## src/rtl/vga_fb_arbiter.sv

```systemverilog
// Shares one single-port RGB333 framebuffer RAM between the x4-scaled VGA fetch
// and a host write port. The fetch owns every fourth active pixel; the host gets the rest.
module vga_fb_arbiter #(
  parameter int ACTIVE_WIDTH  = 640,
  parameter int ACTIVE_HEIGHT = 480,
  parameter int FB_WIDTH      = 160,
  parameter int FB_DEPTH      = 19200,
  parameter int VBLANK_ONLY   = 0
) (
  input  logic        i_Clk,
  input  logic        i_Rst_L,
  input  logic [11:0] i_HPos,
  input  logic [11:0] i_VPos,
  input  logic        i_Wr_Req,
  input  logic [14:0] i_Wr_Addr,
  input  logic [8:0]  i_Wr_Data,
  output logic        o_Wr_Ack,
  output logic        o_Wr_Err,
  output logic [14:0] o_Ram_Addr,
  output logic        o_Ram_Re,
  output logic        o_Ram_We,
  output logic [8:0]  o_Ram_Wdata,
  input  logic [8:0]  i_Ram_Data,
  output logic [8:0]  o_Pixel
);

  logic        active;
  logic        slot;
  logic        vblank_ok;
  logic        grant;
  logic        in_range;
  logic [14:0] row;
  logic [14:0] col;
  logic [14:0] row_base;
  logic [14:0] fetch_addr;
  logic [2:0]  act_pipe;
  logic        re_d;
  logic [8:0]  cap;

  assign active    = (i_HPos < 12'(ACTIVE_WIDTH)) && (i_VPos < 12'(ACTIVE_HEIGHT));
  assign slot      = active && (i_HPos[1:0] == 2'b00);
  assign vblank_ok = (VBLANK_ONLY == 0) || (i_VPos >= 12'(ACTIVE_HEIGHT));
  assign grant     = i_Wr_Req && !slot && !o_Wr_Ack && vblank_ok;
  assign in_range  = i_Wr_Addr < 15'(FB_DEPTH);

  assign row = 15'(i_VPos[11:2]);
  assign col = 15'(i_HPos[11:2]);

  // 160 = 128 + 32, so the default row stride needs no multiplier
  generate
    if (FB_WIDTH == 160) begin : g_shift_add
      assign row_base = (row << 7) + (row << 5);
    end else begin : g_mul
      assign row_base = 15'(row * FB_WIDTH);
    end
  endgenerate

  assign fetch_addr = row_base + col;

  // o_Pixel itself is the fourth stage of the active-flag delay
  always_ff @(posedge i_Clk or negedge i_Rst_L) begin
    if (!i_Rst_L) begin
      act_pipe    <= '0;
      re_d        <= 1'b0;
      cap         <= '0;
      o_Pixel     <= '0;
      o_Ram_Re    <= 1'b0;
      o_Ram_We    <= 1'b0;
      o_Ram_Addr  <= '0;
      o_Ram_Wdata <= '0;
      o_Wr_Ack    <= 1'b0;
      o_Wr_Err    <= 1'b0;
    end else begin
      act_pipe <= {act_pipe[1:0], active};
      re_d     <= o_Ram_Re;
      if (re_d) begin
        cap <= i_Ram_Data;
      end
      o_Pixel <= act_pipe[2] ? cap : 9'd0;

      if (slot) begin
        o_Ram_Re   <= 1'b1;
        o_Ram_We   <= 1'b0;
        o_Ram_Addr <= fetch_addr;
        o_Wr_Ack   <= 1'b0;
        o_Wr_Err   <= 1'b0;
      end else if (grant) begin
        o_Ram_Re <= 1'b0;
        o_Wr_Ack <= 1'b1;
        o_Ram_We <= in_range;
        o_Wr_Err <= !in_range;
        if (in_range) begin
          o_Ram_Addr  <= i_Wr_Addr;
          o_Ram_Wdata <= i_Wr_Data;
        end
      end else begin
        o_Ram_Re <= 1'b0;
        o_Ram_We <= 1'b0;
        o_Wr_Ack <= 1'b0;
        o_Wr_Err <= 1'b0;
      end
    end
  end

endmodule

```

## config.mk

```make
export PLATFORM = sky130hd
export DESIGN_NAME = vga_fb_arbiter
export DESIGN_NICKNAME = d
export VERILOG_FILES = /design/src/rtl/vga_fb_arbiter.sv
export SDC_FILE = /design/constraint.sdc
export NUM_CORES = 1
export LEC_CHECK = 0
export CAP_MARGIN = 20
export CORE_MARGIN = 5
export CORE_UTILIZATION = 47
export CTS_BUF_LIST = sky130_fd_sc_hd__clkbuf_8 sky130_fd_sc_hd__clkbuf_16
export CTS_CLUSTER_DIAMETER = 60
export DETAILED_ROUTE_END_ITERATION = 12
export GPL_ROUTABILITY_DRIVEN = 0
export MAX_ROUTING_LAYER = met4
export PLACE_DENSITY = 0.95
export SLEW_MARGIN = 15
export SYNTH_ARGS = -nofsm -noshare
export SYNTH_HDL_FRONTEND = slang
export SYNTH_SLANG_ARGS = --single-unit
```

## constraint.sdc

```tcl
create_clock -name i_Clk -period 2.6 [get_ports i_Clk]
set_input_delay 0.52 -clock i_Clk [delete_from_list [all_inputs] [get_ports i_Clk]]
set_output_delay 0.52 -clock i_Clk [all_outputs]
set_load 0.02 [all_outputs]
```

# Word level (Yosys, flattened, before mapping)
# Cells that the tools add are included.
[totals] regBits=50 in_bits=60 elab_cells=39
[classes] addsub=2 magnitude_cmp=3 mux=11 bitwise=1 reduce_logical=12
[ops] op="$mux 15" n=3
[ops] op="$add 15x10->15" n=1
[ops] op="$add 15x15->15" n=1
[ops] op="$lt 15x15->1 const B" n=1
[ops] op="$lt 12x10->1 const B" n=1
[ops] op="$lt 12x9->1 const B" n=1
[ops] op="$mux 9" n=1
[ops] op="$mux 1" n=7
[ops] op="$logic_and 1x1->1" n=4
[ops] op="$reduce_bool 2->1" n=2
[ops] op="$logic_not 1->1" n=3
[ops] op="$reduce_and 3->1" n=1
[ops] op="$logic_not 2->1" n=1
[ops] op="$reduce_and 2->1" n=1
[ops] op="$not 1->1" n=1

# Longest topological paths before layout
# Gate-level depths: netlist of run 1.
[depth] word_depth=8 mapped_depth=9 mapped_depth_nobuf=9

# Worst setup path before layout of run 1
# No wires, ideal clock.
[synth_path] path_kind="input -> register" from="in i_HPos[9]" to="reg o_Ram_Addr[11]" setup_time_ns=0.126 t_arrival_ns=2.194 required_time_ns=2.474 slack_ns=0.280 path_stages=9 n_path_buf=0 path_cell_list="inv_1 fa_1 inv_1 ha_1 a211oi_1 o21bai_1 a21oi_1 xor2_1 mux2i_1"
[synth_between] elab_chain_cells=8 word_cells_on_any_way=11 cone_classes="add/sub (1); order compare (1); mux (1); reduce/logical (8)"
[synth_lines] element="from (decl)" line_no="12" rtl="input logic [11:0] i_HPos,"
[synth_lines] element="$lt 12x10->1" line_no="40" rtl="assign active = (i_HPos < 12'(ACTIVE_WIDTH)) && (i_VPos < 12'(ACTIVE_HEIGHT));"
[synth_lines] element="$logic_and 1x1->1" line_no="40"
[synth_lines] element="$logic_and 1x1->1" line_no="41" rtl="assign slot = active && (i_HPos[1:0] == 2'b00);"
[synth_lines] element="$logic_not 1->1" line_no="43" rtl="assign grant = i_Wr_Req && !slot && !o_Wr_Ack && vblank_ok;"
[synth_lines] element="$logic_and 1x1->1 (2 in a row)" line_no="43"
[synth_lines] element="$reduce_bool 2->1 (no line)"
[synth_lines] element="$reduce_and 2->1 (no line)"
[synth_lines] element="to (signal assigned)" line_no="84" rtl="o_Ram_Addr <= fetch_addr;"
[synth_lines] element="to (signal assigned)" line_no="93" rtl="o_Ram_Addr <= i_Wr_Addr;"
[synth_lines] element="to (decl)" line_no="19" rtl="output logic [14:0] o_Ram_Addr,"
# Parallel ways exist; a longest one is shown, timed or not.
# A chain may end at the register's enable or synchronous reset.

# Worst setup path after layout of run 1
[layout_path] from="in i_HPos[9]" to="reg o_Ram_Addr[14]"
# Same word-level chain as after synthesis.

==> results of run 1 <==
==> worst max-delay path, cell delays in order <==
cell             delay, ns
clkdlybuf4s50_1       0.49
inv_2                 0.05
fa_1                  0.54
inv_2                 0.06
fa_2                  0.35
a21o_1                0.19
nand4_1               0.12
nand3_1               0.11
and2_1                0.15
o211ai_1              0.16
==> sequential cells by signal, indices dropped and copies added (netlist names) <==
signal	count
o_Ram_Addr	15
cap	9
o_Pixel	9
o_Ram_Wdata	9
act_pipe	3
o_Ram_Re	1
o_Ram_We	1
o_Wr_Ack	1
o_Wr_Err	1
re_d	1
==> cell type report <==
cell class / instances / area share [%]
repair buffers: 109 / 28.6
inverters: 7 / 0.717
clock buffers: 5 / 1.88
flip-flops and latches: 50 / 34.1
well taps: 70 / 2.39
clock inverters: 2 / 0.410
multi-input cells: 135 / 31.9
==> synth_stat cells <==
master and count:
dfrtp_1 50, o21ai_0 14, inv_1 7, buf_12 1, xnor2_1 3, fa_1 4
nand4_1 4, a211oi_1 1, o22ai_1 1, o21a_1 3, a31o_1 1, o21bai_1 1
and2_1 11, o21ai_1 2, xor2_1 4, a21oi_2 1, buf_6 1, nand3_1 1
or2_1 1, a211o_1 1, a221oi_4 1, buf_4 2, or3_1 2, ha_1 14
nand2b_1 3, nor2_1 5, mux2_2 18, a21o_1 4, nor3_1 1, clkbuf_1 2
a21oi_1 5, mux2i_1 14, nor3_4 2, o211ai_1 2, nand2_1 11
==> power by group through the flow <==
stage                     logic (mW)  clock network (mW)  registers [mW]
after CTS                      0.727               0.440           0.934
after global routing           0.787               0.477           0.946
final                          0.728               0.426           0.932
after detailed placement       0.721                   0           0.948
after global placement         0.703                   0           0.941
after floorplan                0.246                   0            1.05
==> per-stage QoR <==
step | setup TNS, ns | utilization (%) | power, mW
3_5_place_dp | -1.81 | 69.6 | 1.67
2_1_floorplan | 0 | - | 1.29
3_3_place_gp | -1.51 | 69.6 | 1.64
6_report | 0 | 71.8 | 2.09
4_1_cts | 0 | 71.4 | 2.10
5_1_grt | 0 | 71.8 | 2.21
==> kinds of logic after synthesis <==
kind of cell               count (synthesis)  share of synthesized area [%]
AOI/OAI and AO/OA                         37                           9.98
xor gates and xnor gates                   7                           2.48
adders and majority gates                 18                           10.3
buffers and inverters                     13                           3.24
DFF                                       50                           50.6
muxes                                     32                           13.9
and+or+nand+nor                           41                           9.47
==> routing by layer <==
metal	global-route usage, %	share of wire, %	vias to the layer above
li1	-	-	919
met1	19.4	40	908
met2	32.3	52	74
met3	3.25	7.1	5
met4	4.74	0.55	0
met5	-	0	-
==> timing repair <==
| action | CTS | global route |
|---|---|---|
| hold buffers | 0 | 0 |
| endpoints found under the setup margin | 3 | 4 |
| resized for setup | 2 | 5 |
| pin swaps | 1 | 6 |
==> path summary, 6_finish.rpt <==
kind                                  end  slack (ns)  cells after the start
setup / recovery           o_Ram_Addr[14]        0.07                     10
hold / removal                 o_Pixel[5]        0.11                      1
setup reg to reg           o_Ram_Addr[12]        1.12                      5
hold reg to reg               act_pipe[2]        0.35                      0
max in group asynchronous        o_Wr_Err        1.75                      2
min in group i_Clk            act_pipe[2]        0.35                      0
==> flow_summary.toml, run 1 <==
[route]
drc_errors = 0
vias_per_cell = 5.04
routedWlPerCell_um = 14.9
routed_wl_um = 5640
dr.pass1.iters = 4
drtAntennaViolNets = 0
drt_iter0_drc = 70
vias = 1906

[floorplanning]
die_area_sq_um = 6810
io_pins = 97
die_width_um = 82.5
start_util_pct = 48.4
rows = 26
die_h_um = 82.5
core_sq_um = 5110

[synthesis]
ys_types = 35
syn_area_per_cell_sq_um = 12.5
synth_area_leaders = "dfrtp_1 51%, mux2_2 8.2%, ha_1 7.1%"
synth_top_area_share_pct = 50.6
syn_inst = 198
synth_nets = 276
syn_area_sq_um = 2470
yosysTopAreaCell = "dfrtp_1"
ys_seq_area_share_pct = 50.6
ys_ff_latch = 50
ys_warn_count = 0

[final_layout]
mostFrequentLayoutCells = "93 x clkdlybuf4s50_1, 50 x dfrtp_1, 18 x mux2_2, 15 x buf_4"
multi_input_area_sq_um = 1170
antenna_cells = 0
seq_area_sq_um = 1250
postLayoutCellArea_sq_um = 3660
fin_cells = 378
area.growth.synth_to_final_pct = 48.3
nets = 386
layout_commonest_cell = "clkdlybuf4s50_1"
drive_above_1_share_pct = 16.9
n_fill_cell = 375

[worst_setup_path]
crit_path_end_kind = "register"
cp_max_fo = 2
r2r_start = "o_Wr_Ack"
cp.arrival_ns = 2.74
critPathKind = "input pin to register"
cp-start-kind = "input pin"
crit_required_ns = 2.81
startpoint = "i_HPos[9]"

[pwr]
peakVddDrop_uv = 261
p_per_area_nw_per_um2 = 569
power.internal_mw = 1.46
sequentialPowerShare_pct = 44.7
p_switching_mw = 0.625
pwr-share-comb_pct = 34.9
p_leak_nw = 1.67
sw_frac_of_total_pct = 30.0
pwr-share-clk_pct = 20.4

[placed_design]
dp.cells = 371
hpwl_um = 4680
postPlaceCellArea_sq_um = 3550
portBuffers = 94
pre_cts_ws_ns = -0.400

[sta]
slew_viol_final = 0
rsz0062_at_grt = "false"
fmax_mhz = 396
hold_viol = 0
skew_ns = 0.00430
min_period_ns = 2.53
layout_setup_ws_ns = 0.0742
relSlewSlack_pct = 71.5
holdWs_ns = 0.113
setup-violations-final = 0
worstMarginPinSlew_ns = 0.428
period_share_pct = 97.1

[cts]
clk_path_buf_depth = 2
htree_levels = 2
path_clk_slew_ns = 0.09
root_buffer = "clkbuf_8"
cts_buffers = 5
clkLatencyLatePin_ns = 0.29
cts_tree = "built"
postCtsSetupRepairBufs = 0
clkSinkCount = 50

[global_routing]
antenna_found_initial = 0
grt_pass1_vias = 1950
track_usage_pct = 17.5
grt_overflow = 0
grt_pass1_wl_um = 8660
grt_max_degree = 37

[job]
drv_cap = 0

[worst_hold_path]
holdCritPathClass = "input pin to async pin"

[outcome]
outcome = "completed"
Power figures use the tool's default switching activity.
==> run 2: changes to the inputs <==
--- a/config.mk
+++ b/config.mk
@@ -5,7 +5,6 @@
 export SDC_FILE = /design/constraint.sdc
 export NUM_CORES = 1
 export LEC_CHECK = 0
-export CAP_MARGIN = 20
 export CORE_MARGIN = 5
 export CORE_UTILIZATION = 47
 export CTS_BUF_LIST = sky130_fd_sc_hd__clkbuf_8 sky130_fd_sc_hd__clkbuf_16
==> results of run 2 <==
Final layout, timing and power as in run 1 (identical DEF).
==> run 3: changes to the inputs <==
--- a/config.mk
+++ b/config.mk
@@ -6,13 +6,13 @@
 export NUM_CORES = 1
 export LEC_CHECK = 0
 export CORE_MARGIN = 5
-export CORE_UTILIZATION = 47
+export CORE_UTILIZATION = 39
 export CTS_BUF_LIST = sky130_fd_sc_hd__clkbuf_8 sky130_fd_sc_hd__clkbuf_16
 export CTS_CLUSTER_DIAMETER = 60
 export DETAILED_ROUTE_END_ITERATION = 12
-export GPL_ROUTABILITY_DRIVEN = 0
 export MAX_ROUTING_LAYER = met4
-export PLACE_DENSITY = 0.95
+export PLACE_DENSITY = 0.86
+export RECOVER_POWER = 100
 export SLEW_MARGIN = 15
 export SYNTH_ARGS = -nofsm -noshare
 export SYNTH_HDL_FRONTEND = slang
==> constraint.sdc (replaced) <==
create_clock -name i_Clk -period 2 [get_ports i_Clk]
set_input_delay 0.4 -clock i_Clk [delete_from_list [all_inputs] [get_ports i_Clk]]
set_output_delay 0.4 -clock i_Clk [all_outputs]
set_load 0.02 [all_outputs]
==> run 3 against run 2 <==
Effect of this change: final cell count increased by 6.6%; clock skew up 0.0013 ns; largest cell class unchanged; largest power group unchanged; setup slack got worse by 0.038 ns; non-clock buffer count increased by 18; die area rose by 18%; total power rose by 30%; first-iteration DRC count decreased by 20%.
==> flow_summary.toml, run 3 (synthesized netlist as in run 1, its figures left out) <==
[floorplanning]
die_h_um = 89.6
die_area_sq_um = 8030
die_width_um = 89.6
core_sq_um = 6240
io_pins = 97
rows = 29
start_util_pct = 39.6

[final_layout]
fin_cells = 403
nets = 404
drive_above_1_share_pct = 25.8
mostFrequentLayoutCells = "50 x dfrtp_1, 44 x clkdlybuf4s50_1, 37 x dlygate4sd3_1, 29 x buf_4, 18 x mux2_2"
fin_util_pct = 62.5
antenna_cells = 0
seq_area_sq_um = 1250
layout_commonest_cell = "dfrtp_1"
regMostFlops = "o_Ram_Addr"
postLayoutCellArea_sq_um = 3900
multi_input_area_sq_um = 1250
n_fill_cell = 507
area.growth.synth_to_final_pct = 57.9
largest_register_ff_count = 15

[route]
dr.pass1.iters = 4
vias = 1955
drc_errors = 0
drtAntennaViolNets = 0
drt_iter0_drc = 56
routedWlPerCell_um = 14.9
vias_per_cell = 4.85
routed_wl_um = 5990

[placed_design]
dp.cells = 394
hpwl_um = 4660
postPlaceCellArea_sq_um = 3730
routabilityCongestion = 0.779
portBuffers = 94

[sta]
skew_ns = 0.00557
hold_viol = 0
worstMarginPinSlew_ns = 1.19
setup-violations-final = 0
slew_viol_final = 0
tns_ns = 0
fmax_mhz = 509
rsz0062_at_grt = "true"
relSlewSlack_pct = 20.9
period_share_pct = 98.2
min_period_ns = 1.96

[global_routing]
grt_pass1_vias = 2112
grt_overflow = 0
grt_pass1_wl_um = 9500
track_usage_pct = 15.9
antenna_found_initial = 0
grt_max_degree = 51

[worst_setup_path]
cp.arrival_ns = 2.14
crit_required_ns = 2.17
crit_path_end_kind = "register"
cp-start-kind = "input pin"
critPathKind = "input pin to register"
r2r_start = "o_Wr_Ack"
startpoint = "i_VPos[8]"
cp_max_fo = 2
cpMaxStageDelayCell = "clkdlybuf4s50_1"
critical_path.cell_chain = "clkdlybuf4s50_1 -> ha_1 -> ha_4 -> or3_1 -> o22ai_1 -> xor2_1 -> mux2i_1"
cpPeakStageDelay_ns = 0.44

[pwr]
sequentialPowerShare_pct = 44.2
pwr-share-comb_pct = 36.6
p_per_area_nw_per_um2 = 694
pwr-share-clk_pct = 19.2
sw_frac_of_total_pct = 29.6
peakVddDrop_uv = 472
p_leak_nw = 1.85
p_switching_mw = 0.802
power.internal_mw = 1.91

[cts]
cts_buffers = 5
path_clk_slew_ns = 0.08
clkSinkCount = 50
postCtsHoldBufs = 0
clk_path_buf_depth = 2
cts_tree = "built"
root_buffer = "clkbuf_8"
htree_levels = 2
clkLatencyLatePin_ns = 0.29

[job]
drv_cap = 0

[worst_hold_path]
hp-start = "act_pipe[1]"
holdCritPathClass = "register to register"

[outcome]
outcome = "completed"
==> run 3: changes by cell type in the layout (fill, tap and decap cells not counted), moves of 5 or more <==
cell	delta
clkdlybuf4s50_1	-49
dlygate4sd3_1	+37
buf_4	+14
ha_1	-7
ha_4	+6
and2_0	+5
and2_1	-5
==> run 3: per-stage QoR <==
stage          power, mW  hold slack, ns  setup WS, ns
2_1_floorplan       1.69           0.104       -0.0742
3_3_place_gp        2.19           0.335        -0.744
3_5_place_dp        2.21           0.342        -0.798
4_1_cts             2.77           0.218        0.0125
5_1_grt             2.88           0.358       -0.0605
6_report            2.71           0.354        0.0361
==> run 3: worst max-delay path, delay by kind of cell <==
| family | cells | cell delay [ns] |
|---|---|---|
| fa+ha+maj | 2 | 0.49 |
| compound gates | 1 | 0.17 |
| xor+xnor | 1 | 0.17 |
| simple gates | 1 | 0.36 |
| mux | 1 | 0.10 |
| buf+inv | 1 | 0.44 |
==> run 3: power by group through the flow <==
stage               Clock (mW)  Sequential, mW  Combinational (mW)
detailed placement           0            1.23               0.986
finish                   0.520            1.20               0.990
global route             0.589            1.22                1.08
CTS                      0.543            1.21                1.02
global placement             0            1.22               0.968
floorplan                    0            1.36               0.330
==> run 3: path summary, 6_finish.rpt <==
check	end	slack, ns	cells after the start
setup / recovery	o_Ram_Addr[13]	0.04	7
setup reg to reg	o_Ram_Wdata[6]	0.54	4
max in group asynchronous	o_Ram_Addr[3]	0.86	2
hold reg to reg	act_pipe[2]	0.35	0
min in group asynchronous	o_Ram_Wdata[4]	0.43	2
hold / removal	act_pipe[2]	0.35	0
==> run 3: per-layer routing <==
layer  wire [um]  track usage, %
met4         108            5.01
met1        2290            17.0
met5           0               -
met2        3150            29.3
met3         436            3.01
==> run 3: what timing repair did <==
| item | CTS | global route |
|---|---|---|
| gates resized for setup | 35 | 15 |
| endpoints found under the setup margin | 8 | 14 |
| buffers inserted | 0 | 2 |
| pin swaps | 13 | 19 |
==> run 3: layout make-up <==
type	count	area share, %
flip-flops and latches	50	32.1
multi-input cells	135	32.0
repair buffers	127	30.6
well taps	77	2.47
clock buffers	5	1.76
inverters	7	0.866
clock inverters	2	0.192
